[src/rtl/network_source_pkg.sv]
// Shared configuration for the network source stage: input count, source word width and FSM states.
package source_config;

    localparam int NET_NUM_INP = 8;
    localparam int SRC_WIDTH   = $clog2(NET_NUM_INP + 1);

    typedef enum logic [1:0] {
        COUNT,
        INDEX,
        SEND
    } src_state_t;

endpackage

[src/rtl/network_source.sv]
// Turns a host word stream (count K, then K indices) into a one-hot spike vector for the network.
// Define NETWORK_SOURCE_ERR_EN to add a sticky err output for out-of-range indices and oversized counts.
module network_source
    import source_config::*;
#(
    parameter int NUM_INP   = NET_NUM_INP,
    parameter int SRC_WIDTH = $clog2(NUM_INP + 1)
) (
    input  logic                 clk,
    input  logic                 arst,
    input  logic                 src_valid,
    output logic                 src_ready,
    input  logic [SRC_WIDTH-1:0] src,
    input  logic                 net_ready,
    output logic                 net_valid,
    output logic [NUM_INP-1:0]   net_inp
`ifdef NETWORK_SOURCE_ERR_EN
    ,
    output logic                 err
`endif
);

    // Handshake: a word or vector moves on a rising edge where its valid and ready are both high;
    // valid is held until that transfer happens.
    localparam logic [SRC_WIDTH-1:0] NUM_INP_W = SRC_WIDTH'(NUM_INP);

    src_state_t           state;
    logic [SRC_WIDTH-1:0] remaining;
    logic [NUM_INP-1:0]   hit;

    // Decoding by equality leaves out-of-range indices with no bit set.
    always_comb begin
        hit = '0;
        for (int j = 0; j < NUM_INP; j++) begin
            hit[j] = (src == SRC_WIDTH'(j));
        end
    end

    assign src_ready = (state != SEND) && !arst;
    assign net_valid = (state == SEND);

    always_ff @(posedge clk or posedge arst) begin
        if (arst) begin
            state     <= COUNT;
            remaining <= '0;
            net_inp   <= '0;
        end else begin
            case (state)
                COUNT: begin
                    if (src_valid) begin
                        remaining <= src;
                        state     <= (src == '0) ? SEND : INDEX;
                    end
                end
                INDEX: begin
                    if (src_valid) begin
                        net_inp   <= net_inp | hit;
                        remaining <= remaining - SRC_WIDTH'(1);
                        if (remaining == SRC_WIDTH'(1)) begin
                            state <= SEND;
                        end
                    end
                end
                SEND: begin
                    if (net_ready) begin
                        net_inp <= '0;
                        state   <= COUNT;
                    end
                end
                default: state <= COUNT;
            endcase
        end
    end

`ifdef NETWORK_SOURCE_ERR_EN
    always_ff @(posedge clk or posedge arst) begin
        if (arst) begin
            err <= 1'b0;
        end else if (src_valid) begin
            if ((state == COUNT && src > NUM_INP_W) ||
                (state == INDEX && src >= NUM_INP_W)) begin
                err <= 1'b1;
            end
        end
    end
`endif

endmodule

[config.mk]
export PLATFORM = sky130hd
export DESIGN_NAME = network_source
export DESIGN_NICKNAME = d
export VERILOG_FILES = /design/src/rtl/network_source_pkg.sv /design/src/rtl/network_source.sv
export SDC_FILE = /design/constraint.sdc
export NUM_CORES = 1
export LEC_CHECK = 0
export ABC_AREA = 1
export CORE_UTILIZATION = 43
export CTS_CLUSTER_DIAMETER = 80
export DETAILED_ROUTE_END_ITERATION = 8
export PLACE_DENSITY = 0.74
export RECOVER_POWER = 50
export SYNTH_ARGS = -nofsm -noshare
export SYNTH_HDL_FRONTEND = slang
export SYNTH_SLANG_ARGS = --single-unit
[constraint.sdc]
create_clock -name clk -period 1.01 [get_ports clk]
set_input_delay 0.1515 -clock clk [delete_from_list [all_inputs] [get_ports clk]]
set_output_delay 0.1515 -clock clk [all_outputs]
set_load 0.02 [all_outputs]
==> impl_metrics.csv <==
group,metric,value,unit
run_status,status,"finished with violations",
run_status,violations,"setup timing",
global_route,grt_max_degree,15,
global_route,antenna_found_initial,0,
layout,antennaDiodeCount,0,
synthesis,avgSynthCellArea,7.016,µm²
clock_tree,postCtsHoldBufs,0,
drt,drc_errors,0,
global_route,grt_pass1_vias,769,
worst_hold_path,worstHoldPathType,"in2async",
sta,slew_headroom,75.41,%
place,io_buffers,17,
sta,drv_slew,0,
drt,wl,2395,µm
die,die-area,2002,µm²
sta,tightest_slew,0.3688,ns
global_route,grtUsageTotal,24.66,%
critical_path,cp-end-kind,"output port",
critical_path,crit_fanout,3,
drt,vias_per_cell,4.833,
sta,final_hold_viol_count,0,
synthesis,yosysSeqAreaShare,44.59,%
sta,finalSetupTns,-2.940,ns
synthesis,yosysUniqueCellTypes,16,
power_and_ir_drop,leakagePower,0.0007106,µW
sta,setup_viol,16,
critical_path,crit_type,"reg2out",
critical_path,worst_setup_path_start_kind,"flip-flop",
clock_tree,root_buffer,"clkbuf_4",
die,start_util,45.51,%
die,die_w,44.75,µm
global_route,grt_pass1_wl,3505,µm
critical_path,crit_required,0.86,ns
sta,setup_slack,-0.2468,ns
layout,final_cell_mix,"nor2_1, nand2_1, buf_4",
clock_tree,cts_tree,"done",
layout,final_core_util,76.88,%
die,die_y,44.75,µm
power_and_ir_drop,irDropWorstVdd,0.001874,V
die,rows,15,
synthesis,syn_nets,122,
layout,final_common_cell,"nor2_1",
drt,dr.pass1.iters,5,
layout,fill_cells,124,
layout,drive_above_1_share,43.87,%
layout,syn_to_final_growth,68.95,%
die,pin_count,18,
synthesis,synth.cell_area,785.8,µm²
place,gp_congestion,0.7937,
synthesis,synth_cells,112,
global_route,gr-total-overflow,0,
power_and_ir_drop,powerDensity,2918,nW/µm²
drt,vias,870,
clock_tree,cts_made_buffers,3,
place,dpl.hpwl,1395,µm
clock_tree,cts_max_level,1,
critical_path,worstPathArrival,1.11,ns
drt,ant_nets,0,
run,drv_cap,0,
drt,routedWlPerCell,13.31,µm
synthesis,ys_warn_count,0,
clock_tree,clock-sinks,14,
sta,min_period,1.257,ns
sta,max_freq,795.7,MHz
sta,rsz0062_at_grt,"yes",
clock_tree,clockBufferDepth,2,
sta,period_share,124.4,%
clock_tree,clk_latency,0.29,ns
clock_tree,cts.reportedPaths.clkPinSlew,0.09,ns
die,core-area,1727,µm²
layout,layout.nets,166,
sta,clock-skew-final,0.004160,ns
drt,drt_iter0_drc,24,
synthesis,ys_ff_latch,14,
[sequential cells by signal, indices dropped and copies added, names as in the netlist]
name / cells
state: 2
remaining: 4
net_inp: 8
[final timing paths]
check / from / cells past startpoint / end / slack [ns]
worst max-delay path: state[1] / 4 / src_ready / -0.25
worst min-delay path: arst / 3 / state[1] / 0.33
worst max register to register: state[0] / 7 / state[1] / -0.21
worst min register to register: remaining[3] / 2 / remaining[3] / 0.51
max in group asynchronous: arst / 3 / state[0] / 0.40
min in group clk: remaining[3] / 2 / remaining[3] / 0.51
[cell type report]
cell class | count | area, µm² | share of cell area [%]
timing repair buffer | 39 | 344.1 | 25.92
multi-input combinational | 80 | 493.0 | 37.13
sequential | 14 | 351.6 | 26.48
clock buffer | 4 | 36.28 | 2.733
tap | 25 | 31.28 | 2.356
inverter | 18 | 71.32 | 5.372
[metal layers]
metal  vias up  global-route usage, %  wire (µm)
li1        435                      -          -
met1       409                  32.82       1027
met2        20                  41.76       1266
met3         6                  3.600         65
met4         0                  7.273         35
met5         -                      0          0
[synth_stat cells]
cell type | instances | share of area [%]
a21oi_1 | 9 | 5.7
clkinv_1 | 1 | 0.48
dfrtp_1 | 14 | 45
ha_1 | 2 | 3.2
inv_1 | 13 | 6.2
inv_2 | 4 | 1.9
nand2_1 | 24 | 11
nand2_2 | 2 | 1.6
nand3_1 | 9 | 5.7
nor2_1 | 24 | 11
nor2_2 | 1 | 0.80
o211ai_1 | 1 | 0.96
o21ai_0 | 4 | 2.5
o21ai_1 | 2 | 1.3
o21bai_1 | 1 | 0.96
xnor2_1 | 1 | 1.1
[power breakdown]
group	internal (µW)	total [µW]	switching, µW
Clock	220	425	206
Combinational	1120	2420	1290
Sequential	815	1030	215
Total	2160	3870	1720
[worst max-delay path, stage by stage (launching register included)]
cell	delay [ns]
dfrtp_1	0.39
inv_2	0.07
nor2_4	0.17
nor2_4	0.05
buf_6	0.13
[metrics by stage]
| stage | hold WS (ns) | total power (µW) | area, µm² | setup slack, ns | cells |
|---|---|---|---|---|---|
| finish | 0.3266 | 3873 | 1328 | -0.2468 | 180 |
| global route | 0.3751 | 4112 | 1328 | -0.2637 | 180 |
| CTS | 0.2822 | 3395 | 1206 | -0.2062 | 176 |
| detailed placement | 0.4924 | 2843 | 1120 | -0.4775 | 169 |
| global placement | 0.4808 | 2800 | 1120 | -0.4082 | 169 |
| floorplan | 0.04065 | 2052 | 805.8 | -0.05659 | 112 |
[logic make-up (layout without fill, tap and decap cells)]
kind of cell | after synthesis | count (layout) | share of synthesized area (%)
flops | 14 | 14 | 44.59
compound gates | 17 | 17 | 11.47
fa+ha+maj | 2 | 2 | 3.184
buf+inv | 18 | 61 | 8.598
xor+xnor | 1 | 1 | 1.115
simple gates | 60 | 60 | 31.05
[what timing repair did]
action,CTS,global route
gates resized for setup,63,26
setup endpoints to repair,24,23
pin swaps,3,9
buffers inserted,3,4
cloned,0,0
Note: power is estimated with default switching activity, not from simulation.
